--- src/rtl/muldiv_unit_pkg.sv ---
// muldiv_unit shared types: operation encoding (funct3), FSM states
// and small operation-class helpers.
package muldiv_unit_pkg;

  typedef enum logic [2:0] {
    MUL    = 3'd0,
    MULH   = 3'd1,
    MULHSU = 3'd2,
    MULHU  = 3'd3,
    DIV    = 3'd4,
    DIVU   = 3'd5,
    REM    = 3'd6,
    REMU   = 3'd7
  } mdu_op_t;

  typedef enum logic [1:0] {
    IDLE,
    BUSY,
    FIX,
    DONE
  } mdu_state_t;

  function automatic logic is_div(mdu_op_t op);
    return op[2];
  endfunction

  function automatic logic a_signed(mdu_op_t op);
    return op inside {MULH, MULHSU, DIV, REM};
  endfunction

  function automatic logic b_signed(mdu_op_t op);
    return op inside {MULH, DIV, REM};
  endfunction

endpackage

--- src/rtl/muldiv_unit_if.sv ---
// Request/response handshake bundle between the execute stage and
// the multiply/divide unit.
interface muldiv_unit_if #(
  parameter int XLEN = 32
);
  import muldiv_unit_pkg::*;

  logic            i_valid;
  logic            o_ready;
  mdu_op_t         i_op;
  logic [XLEN-1:0] i_a;
  logic [XLEN-1:0] i_b;
  logic            i_flush;
  logic            o_valid;
  logic            i_ready;
  logic [XLEN-1:0] o_result;

  modport master (
    output i_valid, i_op, i_a, i_b, i_flush, i_ready,
    input  o_ready, o_valid, o_result
  );

  modport slave (
    input  i_valid, i_op, i_a, i_b, i_flush, i_ready,
    output o_ready, o_valid, o_result
  );

endinterface

--- src/rtl/muldiv_unit_div_step.sv ---
// One restoring-division step: shift the next dividend bit into the
// partial remainder and subtract the divisor if it fits.
module muldiv_div_step #(
  parameter int XLEN = 32
) (
  input  logic [XLEN-1:0] i_rem,
  input  logic [XLEN-1:0] i_quo,
  input  logic [XLEN-1:0] i_div,
  output logic [XLEN-1:0] o_rem,
  output logic [XLEN-1:0] o_quo
);

  logic [XLEN:0] w_shift;
  logic [XLEN:0] w_diff;

  assign w_shift = {i_rem, i_quo[XLEN-1]};
  assign w_diff  = w_shift - {1'b0, i_div};

  // Top bit of the difference is the borrow: divisor did not fit
  assign o_rem = w_diff[XLEN] ? w_shift[XLEN-1:0] : w_diff[XLEN-1:0];
  assign o_quo = {i_quo[XLEN-2:0], ~w_diff[XLEN]};

endmodule

--- src/rtl/muldiv_unit.sv ---
// Iterative RV32M/RV64M multiply/divide unit (shift-add / restoring).
// Optional MULDIV_FAST_MUL_EN: single-cycle combinational multiplier.
module muldiv_unit
  import muldiv_unit_pkg::*;
#(
  parameter int XLEN = 32
) (
  input logic          i_clk,
  input logic          i_rst_n,
  muldiv_unit_if.slave bus
);

  localparam int CNT_W = $clog2(XLEN + 1);
  localparam logic [XLEN-1:0] MIN_NEG = {1'b1, {(XLEN-1){1'b0}}};

  mdu_state_t        r_state, w_next;
  mdu_op_t           r_op;
  logic [2*XLEN-1:0] r_acc;
  logic [XLEN-1:0]   r_opnd;
  logic [XLEN-1:0]   r_result;
  logic [CNT_W-1:0]  r_cnt;
  logic              r_sa, r_sb;

  logic              w_accept, w_sa, w_sb;
  logic              w_dz, w_ovf, w_special, w_fast;
  logic [XLEN-1:0]   w_ma, w_mb, w_spec_res, w_fast_res;
  logic [XLEN:0]     w_msum;
  logic [2*XLEN-1:0] w_mstep, w_prod;
  logic [XLEN-1:0]   w_drem, w_dquo, w_dsel, w_fixres;
  logic              w_neg;

  assign w_accept = (r_state == IDLE) && bus.i_valid && !bus.i_flush;
  assign w_sa = a_signed(bus.i_op) & bus.i_a[XLEN-1];
  assign w_sb = b_signed(bus.i_op) & bus.i_b[XLEN-1];
  assign w_ma = w_sa ? -bus.i_a : bus.i_a;
  assign w_mb = w_sb ? -bus.i_b : bus.i_b;

  assign w_dz  = is_div(bus.i_op) && (bus.i_b == '0);
  assign w_ovf = (bus.i_op == DIV || bus.i_op == REM)
              && (bus.i_a == MIN_NEG) && (bus.i_b == '1);
  assign w_special = w_dz || w_ovf;

  // op[1] separates REM/REMU from DIV/DIVU
  always_comb begin
    w_spec_res = '0;
    unique case (1'b1)
      w_dz:    w_spec_res = bus.i_op[1] ? bus.i_a : '1;
      w_ovf:   w_spec_res = bus.i_op[1] ? '0 : bus.i_a;
      default: w_spec_res = '0;
    endcase
  end

`ifdef MULDIV_FAST_MUL_EN
  logic signed [2*XLEN-1:0] w_fa, w_fb, w_fp;
  assign w_fa = {{XLEN{w_sa}}, bus.i_a};
  assign w_fb = {{XLEN{w_sb}}, bus.i_b};
  assign w_fp = w_fa * w_fb;
  assign w_fast = !is_div(bus.i_op);
  assign w_fast_res = (bus.i_op == MUL) ? w_fp[XLEN-1:0]
                                        : w_fp[2*XLEN-1:XLEN];
`else
  assign w_fast     = 1'b0;
  assign w_fast_res = '0;
`endif

  assign w_msum = {1'b0, r_acc[2*XLEN-1:XLEN]}
                + (r_acc[0] ? {1'b0, r_opnd} : '0);
  assign w_mstep = {w_msum, r_acc[XLEN-1:1]};

  muldiv_div_step #(.XLEN(XLEN)) u_div_step (
    .i_rem (r_acc[2*XLEN-1:XLEN]),
    .i_quo (r_acc[XLEN-1:0]),
    .i_div (r_opnd),
    .o_rem (w_drem),
    .o_quo (w_dquo)
  );

  assign w_neg  = (r_op == REM) ? r_sa : (r_sa ^ r_sb);
  assign w_dsel = r_op[1] ? r_acc[2*XLEN-1:XLEN] : r_acc[XLEN-1:0];
  assign w_prod = w_neg ? -r_acc : r_acc;

  always_comb begin
    w_fixres = '0;
    if (is_div(r_op))
      w_fixres = w_neg ? -w_dsel : w_dsel;
    else if (r_op == MUL)
      w_fixres = w_prod[XLEN-1:0];
    else
      w_fixres = w_prod[2*XLEN-1:XLEN];
  end

  always_ff @(posedge i_clk or negedge i_rst_n) begin
    if (!i_rst_n) r_state <= IDLE;
    else          r_state <= w_next;
  end

  always_comb begin
    w_next = r_state;
    unique case (r_state)
      IDLE: if (bus.i_valid)
              w_next = (w_special || w_fast) ? DONE : BUSY;
      BUSY: if (r_cnt == CNT_W'(1)) w_next = FIX;
      FIX:  w_next = DONE;
      DONE: if (bus.i_ready) w_next = IDLE;
      default: w_next = IDLE;
    endcase
    if (bus.i_flush) w_next = IDLE;
  end

  always_ff @(posedge i_clk or negedge i_rst_n) begin
    if (!i_rst_n) begin
      r_op     <= MUL;
      r_acc    <= '0;
      r_opnd   <= '0;
      r_result <= '0;
      r_cnt    <= '0;
      r_sa     <= 1'b0;
      r_sb     <= 1'b0;
    end else begin
      unique case (r_state)
        IDLE: if (w_accept) begin
          r_op  <= bus.i_op;
          r_sa  <= w_sa;
          r_sb  <= w_sb;
          r_cnt <= CNT_W'(XLEN);
          // Multiplier in the low half, dividend in the quotient half
          r_acc  <= {{XLEN{1'b0}}, is_div(bus.i_op) ? w_ma : w_mb};
          r_opnd <= is_div(bus.i_op) ? w_mb : w_ma;
          if (w_special)   r_result <= w_spec_res;
          else if (w_fast) r_result <= w_fast_res;
        end
        BUSY: begin
          r_cnt <= r_cnt - CNT_W'(1);
          r_acc <= is_div(r_op) ? {w_drem, w_dquo} : w_mstep;
        end
        FIX:  r_result <= w_fixres;
        default: ;
      endcase
    end
  end

  assign bus.o_ready  = (r_state == IDLE);
  assign bus.o_valid  = (r_state == DONE);
  assign bus.o_result = r_result;

endmodule

--- src/flat_wrapper.sv ---
// flat-port wrapper written by rule: the top's interface ports become plain ports
module muldiv_unit_flat import muldiv_unit_pkg::*;
#(
  parameter int XLEN = 32
)
  (i_clk, i_rst_n, bus_i_valid, bus_i_op, bus_i_a, bus_i_b, bus_i_flush, bus_i_ready, bus_o_ready, bus_o_valid, bus_o_result);
  muldiv_unit_if #(.XLEN(XLEN)) bus_i ();
  input logic i_clk;
  input logic i_rst_n;
  input wire logic [$bits(bus_i.i_valid)-1:0] bus_i_valid;
  input wire logic [$bits(bus_i.i_op)-1:0] bus_i_op;
  input wire logic [$bits(bus_i.i_a)-1:0] bus_i_a;
  input wire logic [$bits(bus_i.i_b)-1:0] bus_i_b;
  input wire logic [$bits(bus_i.i_flush)-1:0] bus_i_flush;
  input wire logic [$bits(bus_i.i_ready)-1:0] bus_i_ready;
  output wire logic [$bits(bus_i.o_ready)-1:0] bus_o_ready;
  output wire logic [$bits(bus_i.o_valid)-1:0] bus_o_valid;
  output wire logic [$bits(bus_i.o_result)-1:0] bus_o_result;
  assign bus_i.i_valid = bus_i_valid;
  assign bus_i.i_op = bus_i_op;
  assign bus_i.i_a = bus_i_a;
  assign bus_i.i_b = bus_i_b;
  assign bus_i.i_flush = bus_i_flush;
  assign bus_i.i_ready = bus_i_ready;
  assign bus_o_ready = bus_i.o_ready;
  assign bus_o_valid = bus_i.o_valid;
  assign bus_o_result = bus_i.o_result;
  muldiv_unit #(.XLEN(XLEN)) u_core (.i_clk(i_clk), .i_rst_n(i_rst_n), .bus(bus_i));
endmodule
--- config.mk ---
export PLATFORM = sky130hd
export DESIGN_NAME = muldiv_unit_flat
export DESIGN_NICKNAME = d
export VERILOG_FILES = /design/src/rtl/muldiv_unit_pkg.sv /design/src/rtl/muldiv_unit_if.sv /design/src/rtl/muldiv_unit_div_step.sv /design/src/rtl/muldiv_unit.sv /design/src/flat_wrapper.sv
export SDC_FILE = /design/constraint.sdc
export NUM_CORES = 1
export LEC_CHECK = 0
export CAP_MARGIN = 10
export CORE_MARGIN = 5
export CORE_UTILIZATION = 50
export DETAILED_ROUTE_END_ITERATION = 6
export PLACE_DENSITY = 0.74
export SYNTH_ARGS = -nofsm -noshare
export SYNTH_HDL_FRONTEND = slang
export SYNTH_SLANG_ARGS = --single-unit
--- constraint.sdc ---
create_clock -name i_clk -period 4.17 [get_ports i_clk]
set_input_delay 1.251 -clock i_clk [delete_from_list [all_inputs] [get_ports i_clk]]
set_output_delay 1.251 -clock i_clk [all_outputs]
set_load 0.1 [all_outputs]
# ---- After elaboration in Yosys (flattened, before gate mapping)
# Index checks and enable logic that the tools add are counted.
# W data, S select, Z words.
dict set report op_classes {
  add_sub_neg 7
  n_eq_ne 16
  n_mux 29
  n_bitwise 4
  n_reduce_logical 19
}
# operator n
set ops {}
lappend ops {{$mux W32} 14}
lappend ops {{$mux W64} 3}
lappend ops {{$pmux W32 S2} 2}
lappend ops {{$pmux W64 S2} 1}
lappend ops {{$neg A32 Y32} 3}
lappend ops {{$eq A32 B32 Y1 const B} 2}
lappend ops {{$neg A64 Y64} 1}
lappend ops {{$add A32 B33 Y33} 1}
lappend ops {{$sub A33 B32 Y33} 1}
lappend ops {{$logic_not A32 Y1} 1}
lappend ops {{$pmux W6 S2} 1}
lappend ops {{$mux W2} 5}
lappend ops {{$eq A3 B3 Y1 const B} 3}
lappend ops {{$pmux W2 S4} 1}
lappend ops {{$eq A6 B1 Y1 const B} 1}
lappend ops {{$mux W6} 1}
lappend ops {{$ne A3 B3 Y1 const B} 2}
lappend ops {{$reduce_and A3 Y1} 2}
lappend ops {{$sub A6 B1 Y6 const B} 1}
lappend ops {{$logic_and A1 B1 Y1} 5}
lappend ops {{$eq A2 B2 Y1 const B} 2}
lappend ops {{$ne A2 B1 Y1 const B} 2}
lappend ops {{$reduce_and A2 Y1} 2}
lappend ops {{$reduce_bool A2 Y1} 2}
lappend ops {{14 further kinds} 16}
dict set report totals {
  regBits 141
  inputBits 72
  out_inout_bits 34
  elab_cells 83
}

# ---- Logic depth before layout (Yosys ltp)
dict set report logic_depth {
  depth_word 9
  mapped_depth 18
  ltp_nobuf 14
}

# ---- Hierarchy
# A second synthesis with hierarchy kept.
dict set report unflattened {
  cells_unflattened 2163
  hier_area_um2 16608.4
}
# mod n_inst cells_each area_each_um2 seq_area_each_um2
set modules_own_cells {}
lappend modules_own_cells {muldiv_unit 1 1827 14017.2 3528.4}
lappend modules_own_cells {muldiv_div_step 1 336 2591.2 0.0}

# ---- Worst setup path after synthesis
# No wires, ideal clock.
dict set report synth_timing {
  path_type {register to register}
  from {register u_core.r_op[1]}
  to {register u_core.r_result[30], in the netlist u_core.bus.o_result[30]}
  setup_time_ns 0.067
  t_arrival_ns 4.128
  t_required_ns 4.103
  slack_ns -0.025
  stages_incl_launch_ff 18
  n_path_buf 7
  synth_period_minus_slack_ns 4.195
  cell_sequence {dfrtp_1 -> buf_2 -> clkbuf_1 -> buf_2 -> buf_2 -> buf_2 -> buf_2 -> buf_1 -> mux2i_1 -> ha_1 -> o21ai_0 -> nor4_1 -> nand3_1 -> nor3_1 -> a21oi_1 -> xor2_1 -> o2111ai_1 -> o21a_1}
}
dict set report synth_via {
  elab_chain_cells 6
  elab_cells_between_ends 10
  cone_classes {1 x add/sub; 1 x eq/ne; 7 x mux; 1 x reduce/logical}
}
# element line
set synth_lines {}
lappend synth_lines {{start, declared} muldiv_unit.sv:17} ;# mdu_op_t r_op;
lappend synth_lines {{start signal, assigned} muldiv_unit.sv:122} ;# r_op <= bus.i_op;
lappend synth_lines {{branches (longest 4 deep; another with $neg A32 Y32)} --}
lappend synth_lines {{$mux W32 *} muldiv_unit.sv:84} ;# if (is_div(r_op))
lappend synth_lines {{$pmux W32 S2 *} muldiv_unit.sv:120} ;# unique case (r_state)
lappend synth_lines {{end signal, assigned} muldiv_unit.sv:129} ;# if (w_special) r_result <= w_spec_res;
lappend synth_lines {{end signal, assigned} muldiv_unit.sv:130} ;# else if (w_fast) r_result <= w_fast_res;
lappend synth_lines {{end signal, assigned} muldiv_unit.sv:136} ;# FIX: r_result <= w_fixres;
lappend synth_lines {{end, declared} muldiv_unit.sv:20} ;# logic [XLEN-1:0] r_result;
# Mark *: on every way between the ends.
# A chain may end at the register's enable or synchronous reset.

# ---- Worst setup path in the final report
dict set report layout_timing {
  from {input bus_i_a[3]}
  to {register u_core.r_acc[22]}
}
dict set report layout_via {
  elab_chain_cells 5
}
# element line
set layout_lines {}
lappend layout_lines {{start, declared} flat_wrapper.sv:12} ;# input wire logic [$bits(bus_i.i_a)-1:0] bus_i_a;
lappend layout_lines {{$neg A32 Y32} muldiv_unit.sv:35} ;# assign w_ma = w_sa ? -bus.i_a : bus.i_a;
lappend layout_lines {{$mux W32} muldiv_unit.sv:35}
lappend layout_lines {{$mux W32} muldiv_unit.sv:127} ;# r_acc <= {{XLEN{1'b0}}, is_div(bus.i_op) ? w_ma : w_mb};
lappend layout_lines {{$mux W64} muldiv_unit.sv:121} ;# IDLE: if (w_accept) begin
lappend layout_lines {{$pmux W64 S2} muldiv_unit.sv:120}
lappend layout_lines {{end signal, assigned} muldiv_unit.sv:127}
lappend layout_lines {{end signal, assigned} muldiv_unit.sv:134} ;# r_acc <= is_div(r_op) ? {w_drem, w_dquo} : w_mstep;
lappend layout_lines {{end, declared} muldiv_unit.sv:18} ;# logic [2*XLEN-1:0] r_acc;
# No other way between the ends. The select of a mux whose other input is x is not followed.

==> results.cfg <==
[run_status]
status = finished, final reports clean

[synthesis]
ys_seq_area_share_pct = 22.9
synth_area_sq_mm = 0.0154
synth_area_per_cell_sq_um = 7.46
ys.flop_type = dfrtp_1
synth_nets = 2218
synth_edf_count = 0
yosysUniqueCellTypes = 82
yosys_warnings = 0
ys_seq_elements = 141
syn_inst = 2069
async_flop_share_pct = 100

[die]
num_io_pins = 106
core_area_sq_mm = 0.0305
dieArea_sq_mm = 0.0345
initial_utilization_pct = 50.6
die_h_um = 186
rows = 64
die_w_um = 186

[detailed_routing]
routed_wl_um = 62800
drt-vias-per-instance = 6.47
via_count = 17127
wl_per_cell_um = 23.7
drtIter0Drc = 2032
drt_first_pass_iters = 5
antenna_left = 0
drc_errors = 0

[clock_tree]
clockBufferDepth = 2
post-cts-setup-buffers = 0
cts_max_level = 4
clk_latency_ps = 450
cts_tree = built
clock-root-buffer = clkbuf_16
clock-sinks = 141
ctsResizeCount = 0
clk_pin_slew_worst_paths_ps = 60
numCtsBuffers = 17
cts_hold_buf = 0

[setup_path]
crit_type = input port to flip-flop
worstPathMaxFanout = 5
r2r_setup_slack_ps = 430
cp-end-kind = flip-flop
cp-start-kind = input port
required_ps = 4540
crit_arrival_ps = 4440

[global_routing]
grt_max_degree = 122
grt_pass1_vias = 16270
track_usage_pct = 35.8
grt_pass1_wl_um = 95200
overflow = 0
antenna_found_initial = 0

[cells_and_area]
fin_area_sq_mm = 0.0186
nets = 2386
fillers = 2757
antenna_cells = 0
drive_above_1_share_pct = 13.5
syn_to_final_growth_pct = 20.8
final_common_cell = nor2_1
final_cell_mix = nor2_1 (245), a21oi_1 (224), buf_4 (185)

[pwr]
vdd_drop_max_mv = 0.625
power_density_mw_per_mm2 = 860
leakage_uw = 0.00796

[placement]
placed_cell_area_sq_mm = 0.0179
port_buffers = 105
gp_congestion = 1.04
dp.final_hpwl_um = 48900

[timing]
relSlewSlack_pct = 26.4
rsz0062_at_grt = yes
period_needed_ps = 4060
timing.hold.ws_ps = 483
setup_violations = 0
fmax_mhz = 246
fin_skew_ps = 13.1
hold_violations = 0
fin_crit_sh_pct = 97.4
slew_viol_final = 0
worst_slew_pin_slew_ps = 1100

[flow_run]
max-cap-violations = 0

[hold_path]
hp-class = flip-flop to flip-flop
## path summary, 6_finish.rpt
check                            startpoint                       to  cells after the start
setup / recovery                 bus_i_a[3]         u_core.r_acc[22]                     11
hold / removal             u_core.r_opnd[6]         u_core.r_opnd[6]                      2
setup reg to reg           u_core.r_acc[16]   u_core.bus.o_result[7]                      9
hold reg to reg            u_core.r_opnd[6]         u_core.r_opnd[6]                      2
max in group asynchronous           i_rst_n        u_core.r_opnd[13]                      2
min in group asynchronous           i_rst_n  u_core.bus.o_result[27]                      1
## synthesized netlist by cell type (16+ instances only)
| master | number | area share, % |
|---|---|---|
| a211oi_1 | 40 | 1.9 |
| a21o_1 | 37 | 1.8 |
| a21oi_1 | 225 | 7.3 |
| a22oi_1 | 18 | 0.88 |
| a31oi_1 | 27 | 1.1 |
| clkbuf_1 | 119 | 2.9 |
| dfrtp_1 | 141 | 23 |
| ha_1 | 75 | 6.1 |
| inv_1 | 69 | 1.7 |
| mux2_2 | 26 | 1.9 |
| mux2i_1 | 61 | 4.0 |
| nand2_1 | 173 | 4.2 |
| nand3_1 | 27 | 0.88 |
| nand4_1 | 22 | 0.89 |
| nor2_1 | 247 | 6.0 |
| nor3_1 | 39 | 1.3 |
| o211ai_1 | 24 | 1.2 |
| o21a_1 | 16 | 0.78 |
| o21ai_0 | 186 | 6.0 |
| o31ai_1 | 21 | 1.0 |
| or3_1 | 20 | 0.81 |
| xnor2_1 | 101 | 5.7 |
| xor2_1 | 100 | 5.7 |
## registers in the layout (all words and copies together), names as in the netlist
register / cells
u_core.r_sb: 1
u_core.r_opnd: 32
u_core.r_sa: 1
u_core.r_acc: 64
u_core.r_op: 3
u_core.bus.o_result: 32
u_core.r_cnt: 6
u_core.r_state: 2
## worst max-delay path: stages
cell,delay [ps]
clkdlybuf4s50_1,420
or3_4,400
or3b_4,380
or4_4,420
or4_4,540
buf_6,160
o31ai_2,210
xor2_1,120
a211oi_1,290
a21oi_1,70
a21oi_1,160
## report_power, final
group | switching (uW) | internal [uW] | total (uW)
registers | 845 | 1950 | 2790
clock network | 705 | 1070 | 1770
logic | 7310 | 4160 | 11500
total | 8850 | 7180 | 16000
## area by class of cell
class	instances	area, sq um	share of cell area (%)
Multi-Input combinational cell	1713	11200	59.9
Tap cell	396	495	2.66
Clock inverter	13	211	1.13
Inverter	70	263	1.41
Timing Repair Buffer	294	2530	13.6
Clock buffer	19	433	2.32
Sequential cell	141	3530	18.9
## cell families (layout without fill, tap and decap cells)
group	count (synthesis)	after routing	synth area share [%]
AO/OA/AOI/OAI	697	697	27.9
AND/OR/NAND/NOR	651	651	20.1
buffers and inverters	215	396	5.51
XOR/XNOR	201	201	11.4
flip-flops	141	141	22.9
multiplexers	87	87	5.86
adder cells (fa/ha/maj)	77	77	6.34
## stage by stage
stage | setup TNS [ps] | setup slack [ps] | util [%] | power, uW | cells
after floorplan | 0 | 87.0 | - | 10300 | 2069
after CTS | 0 | 21.8 | 60.9 | 15700 | 2646
after global routing | -163 | -52.0 | 61.1 | 16900 | 2646
after detailed placement | -19780 | -431 | 58.8 | 13900 | 2614
after global placement | -16470 | -363 | 58.8 | 13800 | 2614
final | 0 | 109 | 61.1 | 16000 | 2646
## metal layers
layer / part of all wire, % / GRT usage (%)
met1: 40 / 48.0
met2: 44 / 55.3
met3: 9.8 / 6.94
met4: 5.8 / 17.9
met5: 0 / 0
Power figures use the tool's default switching activity.
